[config.mk]
export PLATFORM = sky130hd
export DESIGN_NAME = fifo_traffic_gen
export DESIGN_NICKNAME = d
export VERILOG_FILES = /design/src/rtl/fifo_traffic_gen.sv
export SDC_FILE = /design/constraint.sdc
export NUM_CORES = 1
export LEC_CHECK = 0
export CAP_MARGIN = 20
export CORE_AREA = 5 5 107 99
export CTS_CLUSTER_SIZE = 40
export DETAILED_ROUTE_END_ITERATION = 8
export DIE_AREA = 0 0 112 104
export DONT_BUFFER_PORTS = 1
export MAX_ROUTING_LAYER = met4
export PLACE_DENSITY = 0.45
export SYNTH_ARGS = -nofsm -noshare
export SYNTH_HDL_FRONTEND = slang
export SYNTH_SLANG_ARGS = --single-unit
[constraint.sdc]
create_clock -name clk -period 9.2 [get_ports clk]
set_input_delay 0.92 -clock clk [delete_from_list [all_inputs] [get_ports clk]]
set_output_delay 0.92 -clock clk [all_outputs]
set_load 0.01 [all_outputs]
[src/rtl/fifo_traffic_gen.sv]
// Traffic initiator for a small synchronous FIFO: writes an incrementing tag sequence and reads it back
// using fill-then-drain, streaming or LFSR-random patterns. Optional feature macro: FIFO_TG_OVF_PROBE_EN.
module fifo_traffic_gen #(
  parameter int DW    = 4,
  parameter int DEPTH = 4,
  parameter int NW    = 8
) (
  input  logic          clk,
  input  logic          rst_b,
  input  logic          start,
  input  logic [1:0]    mode,
  input  logic [NW-1:0] num_items,
  input  logic          full,
  input  logic          empty,
  output logic          write_en,
  output logic [DW-1:0] write_data,
  output logic          read_en,
  output logic          busy,
  output logic          done,
  output logic [NW-1:0] wr_count,
  output logic [NW-1:0] rd_count
);

  localparam int         FCW       = $clog2(DEPTH + 1);
  localparam logic [7:0] LFSR_SEED = 8'hA5;

  typedef enum logic [2:0] {
    IDLE   = 3'd0,
    FILL   = 3'd1,
    DRAIN  = 3'd2,
    STREAM = 3'd3,
    RAND   = 3'd4,
    DONE   = 3'd5
  } state_e;

  state_e         state_q, state_d;
  logic [NW-1:0]  wr_count_q, wr_count_d;
  logic [NW-1:0]  rd_count_q, rd_count_d;
  logic [NW-1:0]  num_items_q, num_items_d;
  logic [7:0]     lfsr_q, lfsr_d;
  logic [FCW-1:0] fill_cnt_q, fill_cnt_d;
  logic           wr_phase_s, rd_phase_s, wr_inc_s, probe_s;
  logic           done_hit_s, fill_limit_s, fill_exit_s;
`ifdef FIFO_TG_OVF_PROBE_EN
  logic           probe_used_q, probe_used_d;
`endif

  // x^8+x^6+x^5+x^4+1, Fibonacci, shifting left.
  function automatic logic [7:0] lfsr_next(input logic [7:0] v);
    return {v[6:0], v[7] ^ v[5] ^ v[4] ^ v[3]};
  endfunction

  assign write_data = wr_count_q[DW-1:0];
  assign wr_count   = wr_count_q;
  assign rd_count   = rd_count_q;
  assign busy       = (state_q != IDLE);
  assign done       = (state_q == DONE);

  // Port gating: read_en depends only on state and flags, write_en may use read_en.
  always_comb begin
    wr_phase_s = 1'b0;
    rd_phase_s = 1'b0;
    case (state_q)
      FILL:    wr_phase_s = (fill_cnt_q < FCW'(DEPTH));
      DRAIN:   rd_phase_s = 1'b1;
      STREAM: begin
        wr_phase_s = 1'b1;
        rd_phase_s = 1'b1;
      end
      RAND: begin
        wr_phase_s = lfsr_q[0];
        rd_phase_s = lfsr_q[1];
      end
      default: begin
        wr_phase_s = 1'b0;
        rd_phase_s = 1'b0;
      end
    endcase
    read_en  = rd_phase_s && (rd_count_q < num_items_q) && !empty && (rd_count_q < wr_count_q);
    wr_inc_s = wr_phase_s && (wr_count_q < num_items_q) && (!full || read_en);
`ifdef FIFO_TG_OVF_PROBE_EN
    probe_s  = (state_q == FILL) && full && !read_en && !probe_used_q;
`else
    probe_s  = 1'b0;
`endif
    write_en = wr_inc_s || probe_s;
  end

  // Next-state and counter updates.
  always_comb begin
    state_d     = state_q;
    num_items_d = num_items_q;
    lfsr_d      = lfsr_q;
    wr_count_d  = wr_count_q + {{(NW-1){1'b0}}, wr_inc_s};
    rd_count_d  = rd_count_q + {{(NW-1){1'b0}}, read_en};
    fill_cnt_d  = fill_cnt_q + {{(FCW-1){1'b0}}, wr_inc_s};
    done_hit_s  = (rd_count_d == num_items_q);
`ifdef FIFO_TG_OVF_PROBE_EN
    probe_used_d = probe_used_q | probe_s;
    // Hold FILL one extra cycle so the probe sees the FIFO full; leave if it never fills.
    fill_limit_s = ((fill_cnt_d >= FCW'(DEPTH)) && probe_used_d) ||
                   ((fill_cnt_q >= FCW'(DEPTH)) && !full);
`else
    fill_limit_s = (fill_cnt_d >= FCW'(DEPTH));
`endif
    // A FIFO already full on entry would otherwise stall FILL forever.
    fill_exit_s = (wr_count_d == num_items_q) || fill_limit_s || (full && !write_en);

    case (state_q)
      IDLE: begin
        if (start) begin
          num_items_d = num_items;
          wr_count_d  = {NW{1'b0}};
          rd_count_d  = {NW{1'b0}};
          fill_cnt_d  = {FCW{1'b0}};
          lfsr_d      = LFSR_SEED;
`ifdef FIFO_TG_OVF_PROBE_EN
          probe_used_d = 1'b0;
`endif
          if (num_items == {NW{1'b0}}) begin
            state_d = DONE;
          end else begin
            case (mode)
              2'd1:    state_d = STREAM;
              2'd2:    state_d = RAND;
              default: state_d = FILL;
            endcase
          end
        end else begin
          state_d = IDLE;
        end
      end
      FILL: begin
        if (done_hit_s) begin
          state_d = DONE;
        end else if (fill_exit_s) begin
          state_d = DRAIN;
        end else begin
          state_d = FILL;
        end
      end
      DRAIN: begin
        if (done_hit_s) begin
          state_d = DONE;
        end else if (((rd_count_d == wr_count_q) || empty) && (wr_count_q < num_items_q)) begin
          state_d    = FILL;
          fill_cnt_d = {FCW{1'b0}};
        end else begin
          state_d = DRAIN;
        end
      end
      STREAM: begin
        if (done_hit_s) begin
          state_d = DONE;
        end else begin
          state_d = STREAM;
        end
      end
      RAND: begin
        lfsr_d = lfsr_next(lfsr_q);
        if (done_hit_s) begin
          state_d = DONE;
        end else begin
          state_d = RAND;
        end
      end
      DONE:    state_d = IDLE;
      default: state_d = IDLE;
    endcase
  end

  // State registers with asynchronous active-low reset.
  always_ff @(posedge clk or negedge rst_b) begin
    if (!rst_b) begin
      state_q     <= IDLE;
      wr_count_q  <= {NW{1'b0}};
      rd_count_q  <= {NW{1'b0}};
      num_items_q <= {NW{1'b0}};
      lfsr_q      <= LFSR_SEED;
      fill_cnt_q  <= {FCW{1'b0}};
`ifdef FIFO_TG_OVF_PROBE_EN
      probe_used_q <= 1'b0;
`endif
    end else begin
      state_q     <= state_d;
      wr_count_q  <= wr_count_d;
      rd_count_q  <= rd_count_d;
      num_items_q <= num_items_d;
      lfsr_q      <= lfsr_d;
      fill_cnt_q  <= fill_cnt_d;
`ifdef FIFO_TG_OVF_PROBE_EN
      probe_used_q <= probe_used_d;
`endif
    end
  end

endmodule

==> results of run 1 <==
-- cell families (layout without fill, tap and decap cells) --
logic type / after synthesis / count (layout)
and+or+nand+nor: 107 / 107
AOI/OAI and AO/OA: 55 / 55
adders and majority gates: 27 / 27
muxes: 1 / 1
buffers and inverters: 28 / 28
DFF: 38 / 38
xor gates and xnor gates: 38 / 38
-- report_power, final --
group / switching (mW) / internal (mW)
registers: 0.0708 / 0.226
clock network: 0.0647 / 0.0799
logic: 0.207 / 0.151
total: 0.342 / 0.457
-- worst paths after layout --
| check | to | slack [ns] |
|---|---|---|
| setup / recovery | state_q[0] | 4.88 |
| setup reg to reg | state_q[0] | 4.88 |
| hold reg to reg | lfsr_q[7] | 0.48 |
| min in group clk | lfsr_q[7] | 0.48 |
| hold / removal | lfsr_q[3] | 0.31 |
| max in group asynchronous | lfsr_q[7] | 8.72 |
-- critical path: stages, from the launching register on --
cell,delay (ns)
dfrtp_1,0.49
inv_1,0.13
ha_1,0.34
and3_1,0.22
a22o_1,0.24
nor4_2,0.21
o211ai_1,0.18
and2_4,0.20
and2b_1,0.34
ha_1,0.26
ha_1,0.23
nand3_1,0.11
xnor2_1,0.26
xnor2_1,0.15
nand3_1,0.11
nor4_2,0.29
o41ai_2,0.15
a211o_1,0.30
-- per-layer routing --
metal  vias to the layer above  track usage (%)  share of wire (%)
li1                       1011                -                  -
met1                       983             19.0                 50
met2                        47             18.4                 42
met3                        10             3.96                6.3
met4                         0             3.52                1.3
met5                         -                -                  0
-- cells in the final DEF, fill, tap and decap left out, types with 2 or more instances in the layout --
cell      count
a21boi_0      3
a21oi_1       5
and2_1        5
and2b_1       2
and3_1        4
clkbuf_8      5
clkinv_2      2
dfrtp_1      34
dfstp_2       4
ha_1         27
inv_1        18
nand2_1      35
nand2b_1      3
nand3_1      11
nand4_1       2
nor2_1       22
nor2b_1       5
nor3_1        4
nor3b_1       3
nor4_2        2
o211ai_1      2
o21ai_0      29
o21ai_1       2
or4_1         2
xnor2_1      25
xnor3_1       4
xor2_1        8
-- cells in the mapped netlist (5+ instances only) --
master    number  area (sq um)
a21oi_1        5          25.0
inv_1         18          67.6
ha_1          27           338
nor2_1        22          82.6
nand2_1       35           131
xnor2_1       25           219
o21ai_0       29           145
nor2b_1        5          31.3
clkbuf_1       5          18.8
dfrtp_1       34           851
xor2_1         8          70.1
nand3_1       11          55.1
-- through the flow --
| stage | cells | setup slack [ns] | util, % | hold WS (ns) |
|---|---|---|---|---|
| finish | 420 | 4.88 | 31.3 | 0.308 |
| detailed placement | 412 | 4.90 | 30.2 | 0.455 |
| floorplan | 294 | 5.46 | - | 0.440 |
| global placement | 412 | 5.02 | 30.2 | 0.448 |
| CTS | 420 | 4.88 | 31.3 | 0.300 |
| global route | 420 | 4.55 | 31.3 | 0.287 |
-- area by class of cell --
type / instances / area (sq um)
clock buffer: 5 / 68.8
clock inverter: 3 / 40.0
fill: 964 / 6460
inverter: 19 / 71.3
multi-input combinational: 228 / 1640
sequential: 38 / 956
tap: 126 / 158
timing repair buffer: 1 / 7.51
-- registers in the layout, summed over array words and instances (netlist names) --
register and cells:
num_items_q 8, state_q 3, lfsr_q 8, wr_count 8, fill_cnt_q 3, rd_count 8
==> reports/metrics.csv, run 1 <==
stage;metric;value;unit
drt;residual antenna-violating net count after detailed routing;0;
synth;prevailing post-synth register cell;dfrtp_1;
global_routing;initial antenna violation count;0;
placed_design;instance area at placement;2840;sq um
floorplan;Die Span X;112;um
setup_path;launching instance or port of the critical path;wr_count[7];
cts;Clock Sink Count;38;
cts;number of buffers added by the clock tree synthesis step;5;
setup_path;arrival time at the worst endpoint;4.51;ns
synth;Synth Net Count;336;
cts;hold bufs inserted after CTS;0;
outcome;outcome;complete, no violations;
setup_path;class of the most critical setup path;reg -> reg;
synth;simple-gate share of the synthesized area;20.5;%
drt;drt wl/cell;17.3;um
setup_path;critical path endpoint category;flip-flop;
floorplan;placeable core region;9400;sq um
synth;number of cells produced by synthesis;294;
sta;min cycle time layout;4.32;ns
sta;Post-Route Setup TNS;0;ns
synth;XOR/XNOR Fraction of Synth Area;14.5;%
sta;worst clock skew;0.00890;ns
global_routing;Total Routing Usage GR;13.3;%
cts;clock transition at the register clock pins on the worst setup and hold paths after CTS;0.09;ns
pwr;power per cell area;271;nW/um^2
run;max_cap viols;0;
drt;drc violations;0;
drt;Initial DRC Count;130;
setup_path;Crit Path Max Fanout;6;
synth;sequential share of the synthesized area;35.2;%
cts;root buffer cell;clkbuf_8;
setup_path;data required time at the worst endpoint;9.39;ns
pwr;power after layout;0.799;mW
cts;Max H-tree Level;2;
cts;total setup buffers inserted after CTS;0;
cts;total of cells resized after clock tree synthesis;0;
cts;insertion delay to the later sink of the worst-skew pair;0.30;ns
hold_path;worst hold-check path type;in -> async;
global_routing;first-pass GRT wire length;11800;um
sta;RSZ-0062 raised after global routing;no;
layout;layout-stage area growth over the synthesis result;8.28;%
cts;CTS tree;yes;
synth;Warnings, synthesis;0;
drt;via count;2051;
pwr;largest vdd supply drop;0.100;mV
sta;final clock period utilization by the worst path;47.0;%
sta;worst slew margin relative to its limit;65.2;%
synth;Compound-Gate Fraction of Synth Area;12.5;%
setup_path;reg-to-reg critical path startpoint;wr_count[7];
sta;count of pins over their slew limit;0;
synth;number of enable-type register cells in the synthesized netlist;0;
cts;worst-case clock buffer depth;2;
floorplan;starting utilization of the core area;28.9;%
sta;maximum clock frequency;231;MHz
synth;unique cell type count in the Yosys netlist;52;
sta;hold violation total from the final report;0;
drt;via/cell ratio;4.88;
synth;share of cell area taken by muxes after synthesis;0.414;%
floorplan;count of standard-cell rows;34;
sta;number of setup violations in the final report;0;
floorplan;die height;104;um
layout;number of antenna cells inserted;0;
placed_design;RD Place Congestion;0.871;
drt;1st-pass router iterations;4;
synth;main combinational cell family by area after synthesis;simple AND/OR/NAND/NOR gates;
placed_design;final HPWL from detailed placement;5660;um
pwr;reported leakage power;1.31;nW
layout;Final Cell Area;2940;sq um
sta;slew at the pin closest to its max-slew limit;0.522;ns
layout;final layout net count;335;
global_routing;largest net degree at the start of global routing;41;
synth;FF+latch count, synth;38;
global_routing;vias in the first global route;2112;
floorplan;boundary pin count;39;
layout;fraction of final layout cells sized beyond drive strength 1;8.16;%
synth;Synth Area in Adders;12.4;%
drt;wire length after detailed routing;7260;um
floorplan;area enclosed by the die boundary;11600;sq um
setup_path;category of the worst setup path launch point;flip-flop;
placed_design;port bufs;0;
setup_path;path depth of the worst reg2reg path;17;
synth;Synth async-reset ratio;100;%
global_routing;overflow left after global routing;0;
synth;Mapped Avg Cell Area;9.25;sq um
synth;netlist area before placement;2720;sq um
(Power assumes the default switching activity.)
==> inputs of run 2 (changes only) <==
- PLACE_DENSITY: 0.45 -> 0.46
- clock period: 9.2 -> 3.75 ns (I/O delays scaled with it)
==> run 2 against run 1 <==
Die area unchanged; sequential cell count unchanged; clock power up 110%; non-clock buffer count up 51; design area up 21%; critical path depth unchanged; hold slack worse by 0.13 ns; clock skew down 0.0055 ns; register-to-register slack worse by 4.8 ns; first-iteration DRC count down 20%; global-route usage up 0.40 points; critical endpoint unchanged; largest cell class unchanged; largest power group unchanged.
==> reports/metrics.csv, run 2 (same netlist as run 1, synthesis figures left out) <==
stage;metric;value;unit
setup_path;data required time at the worst endpoint;3.93;ns
setup_path;class of the most critical setup path;reg -> reg;
setup_path;worst-path cell chain;inv_2, ha_4, and3_4, a22o_1, nor4_2, o211ai_1, and2_4, and2b_1, ha_2, buf_4, and3_4, nand3_4, xnor2_4, xnor2_2, nor4_2, o41ai_2, a211o_1;
floorplan;Die Span X;112;um
layout;most common library cell in the layout ignoring fill and taps;buf_4;
setup_path;critical path endpoint category;flip-flop;
pwr;largest vdd supply drop;0.430;mV
setup_path;category of the worst setup path launch point;flip-flop;
sta;number of setup violations in the final report;0;
hold_path;Min-Delay Startpoint;start;
global_routing;overflow left after global routing;0;
drt;via/cell ratio;4.74;
setup_path;arrival time at the worst endpoint;3.83;ns
sta;min cycle time layout;3.64;ns
cts;insertion delay to the later sink of the worst-skew pair;0.29;ns
cts;Clock Sink Count;38;
drt;drc violations;0;
drt;wire length after detailed routing;7860;um
layout;final core utilization;37.8;%
cts;worst-case clock buffer depth;2;
layout;layout-stage area growth over the synthesis result;30.6;%
setup_path;slack of the worst reg-to-reg path;0.11;ns
sta;maximum clock frequency;274;MHz
layout;number of antenna cells inserted;0;
sta;slew at the pin closest to its max-slew limit;0.536;ns
hold_path;sink of the worst hold path;rd_count[5];
cts;root buffer cell;clkbuf_8;
layout;final std cells w/o fill;471;
outcome;outcome;complete, no violations;
placed_design;port bufs;0;
setup_path;largest stage delay on the critical path;0.43;ns
hold_path;Hold Path Depth;1;
global_routing;first-pass GRT wire length;12300;um
placed_design;final HPWL from detailed placement;6010;um
sta;hold violation total from the final report;0;
floorplan;placeable core region;9400;sq um
run;max_cap viols;0;
cts;Max H-tree Level;2;
cts;CTS tree;yes;
drt;Initial DRC Count;104;
floorplan;count of standard-cell rows;34;
cts;clock transition at the register clock pins on the worst setup and hold paths after CTS;0.08;ns
setup_path;Crit Path Max Fanout;3;
cts;number of buffers added by the clock tree synthesis step;5;
global_routing;initial antenna violation count;0;
setup_path;CP max stage cell;dfrtp_1;
drt;residual antenna-violating net count after detailed routing;0;
setup_path;reg-to-reg critical path startpoint;num_items_q[7];
pwr;power per cell area;602;nW/um^2
floorplan;starting utilization of the core area;28.9;%
setup_path;CP Buf/Inv Count;2;
layout;Final Cell Area;3550;sq um
global_routing;largest net degree at the start of global routing;41;
layout;commonest cells after routing, fill and taps aside;50 x buf_4, 35 x nand2_1, 31 x dfrtp_1;
layout;fraction of final layout cells sized beyond drive strength 1;31.3;%
drt;1st-pass router iterations;4;
pwr;reported leakage power;1.59;nW
global_routing;vias in the first global route;2179;
sta;worst slew margin relative to its limit;64.0;%
sta;worst clock skew;0.00336;ns
sta;RSZ-0062 raised after global routing;yes;
setup_path;cell family contributing the most delay on the critical path;simple AND/OR/NAND/NOR gates;
drt;via count;2234;
floorplan;die height;104;um
floorplan;boundary pin count;39;
global_routing;Total Routing Usage GR;13.7;%
placed_design;placed insts;455;
sta;final clock period utilization by the worst path;97.2;%
placed_design;instance area at placement;3160;sq um
drt;drt wl/cell;16.7;um
sta;count of pins over their slew limit;0;
setup_path;path depth of the worst reg2reg path;17;
setup_path;destination of the worst register-to-register timing path;state_q[0];
hold_path;worst hold-check path type;in -> reg;
layout;final layout net count;386;
floorplan;area enclosed by the die boundary;11600;sq um
placed_design;RD Place Congestion;0.867;
==> run 2: cell types whose count changed in the layout (fill, tap and decap cells not counted), sizes merged <==
cell         previous run  this run
clkinv                  2         1
clkbuf                  5         6
clkinvlp                0         1
buf                     1        51
dlygate4sd3             0         1
bufinv                  1         0
==> run 2: power breakdown <==
part / switching (mW) / internal (mW) / total [mW]
registers: 0.117 / 0.554 / 0.672
clock network: 0.158 / 0.148 / 0.306
logic: 0.628 / 0.533 / 1.16
==> run 2: routing by layer <==
metal | GRT usage [%] | share of wire, %
met5 | - | 0
met2 | 18.5 | 42
met1 | 20.8 | 51
met4 | 3.26 | 1.3
met3 | 2.79 | 5.4
==> run 2: timing repair <==
action | CTS | global route
buffers inserted | 0 | 6
pin swaps | 2 | 21
hold buffers | 2 | 0
endpoints found under the hold margin | 38 | 0
gates resized for setup | 3 | 37
setup endpoints to repair | 1 | 6
==> run 2: worst max path at each step <==
stage,startpoint,end,cells after the start,slack [ns]
CTS,wr_count[7],state_q[0],17,0.02
global route,num_items_q[7],state_q[1],17,-0.08
detailed placement,wr_count[7],state_q[0],17,-0.007
global placement,rd_count[2],state_q[0],16,0.03
finish,num_items_q[7],state_q[0],17,0.11
floorplan,wr_count[7],state_q[0],17,0.008
==> run 2: area by class of cell <==
class / instances / area, sq um
Fill cell: 969 / 5850
Clock inverter: 2 / 12.5
Sequential cell: 38 / 960
Clock buffer: 6 / 82.6
Tap cell: 126 / 158
Timing Repair Buffer: 52 / 405
Inverter: 19 / 71.3
Multi-Input combinational cell: 228 / 1860
==> run 2: through the flow <==
stage	power [mW]	setup WS (ns)	hold slack [ns]	TNS, ns
2_1_floorplan	1.38	0.00810	0.0794	0
3_3_place_gp	1.76	0.0275	0.0815	0
3_5_place_dp	1.76	-0.00720	0.0809	-0.00720
4_1_cts	2.10	0.0234	0.175	0
5_1_grt	2.33	-0.0850	0.171	-0.131
6_report	2.14	0.106	0.181	0
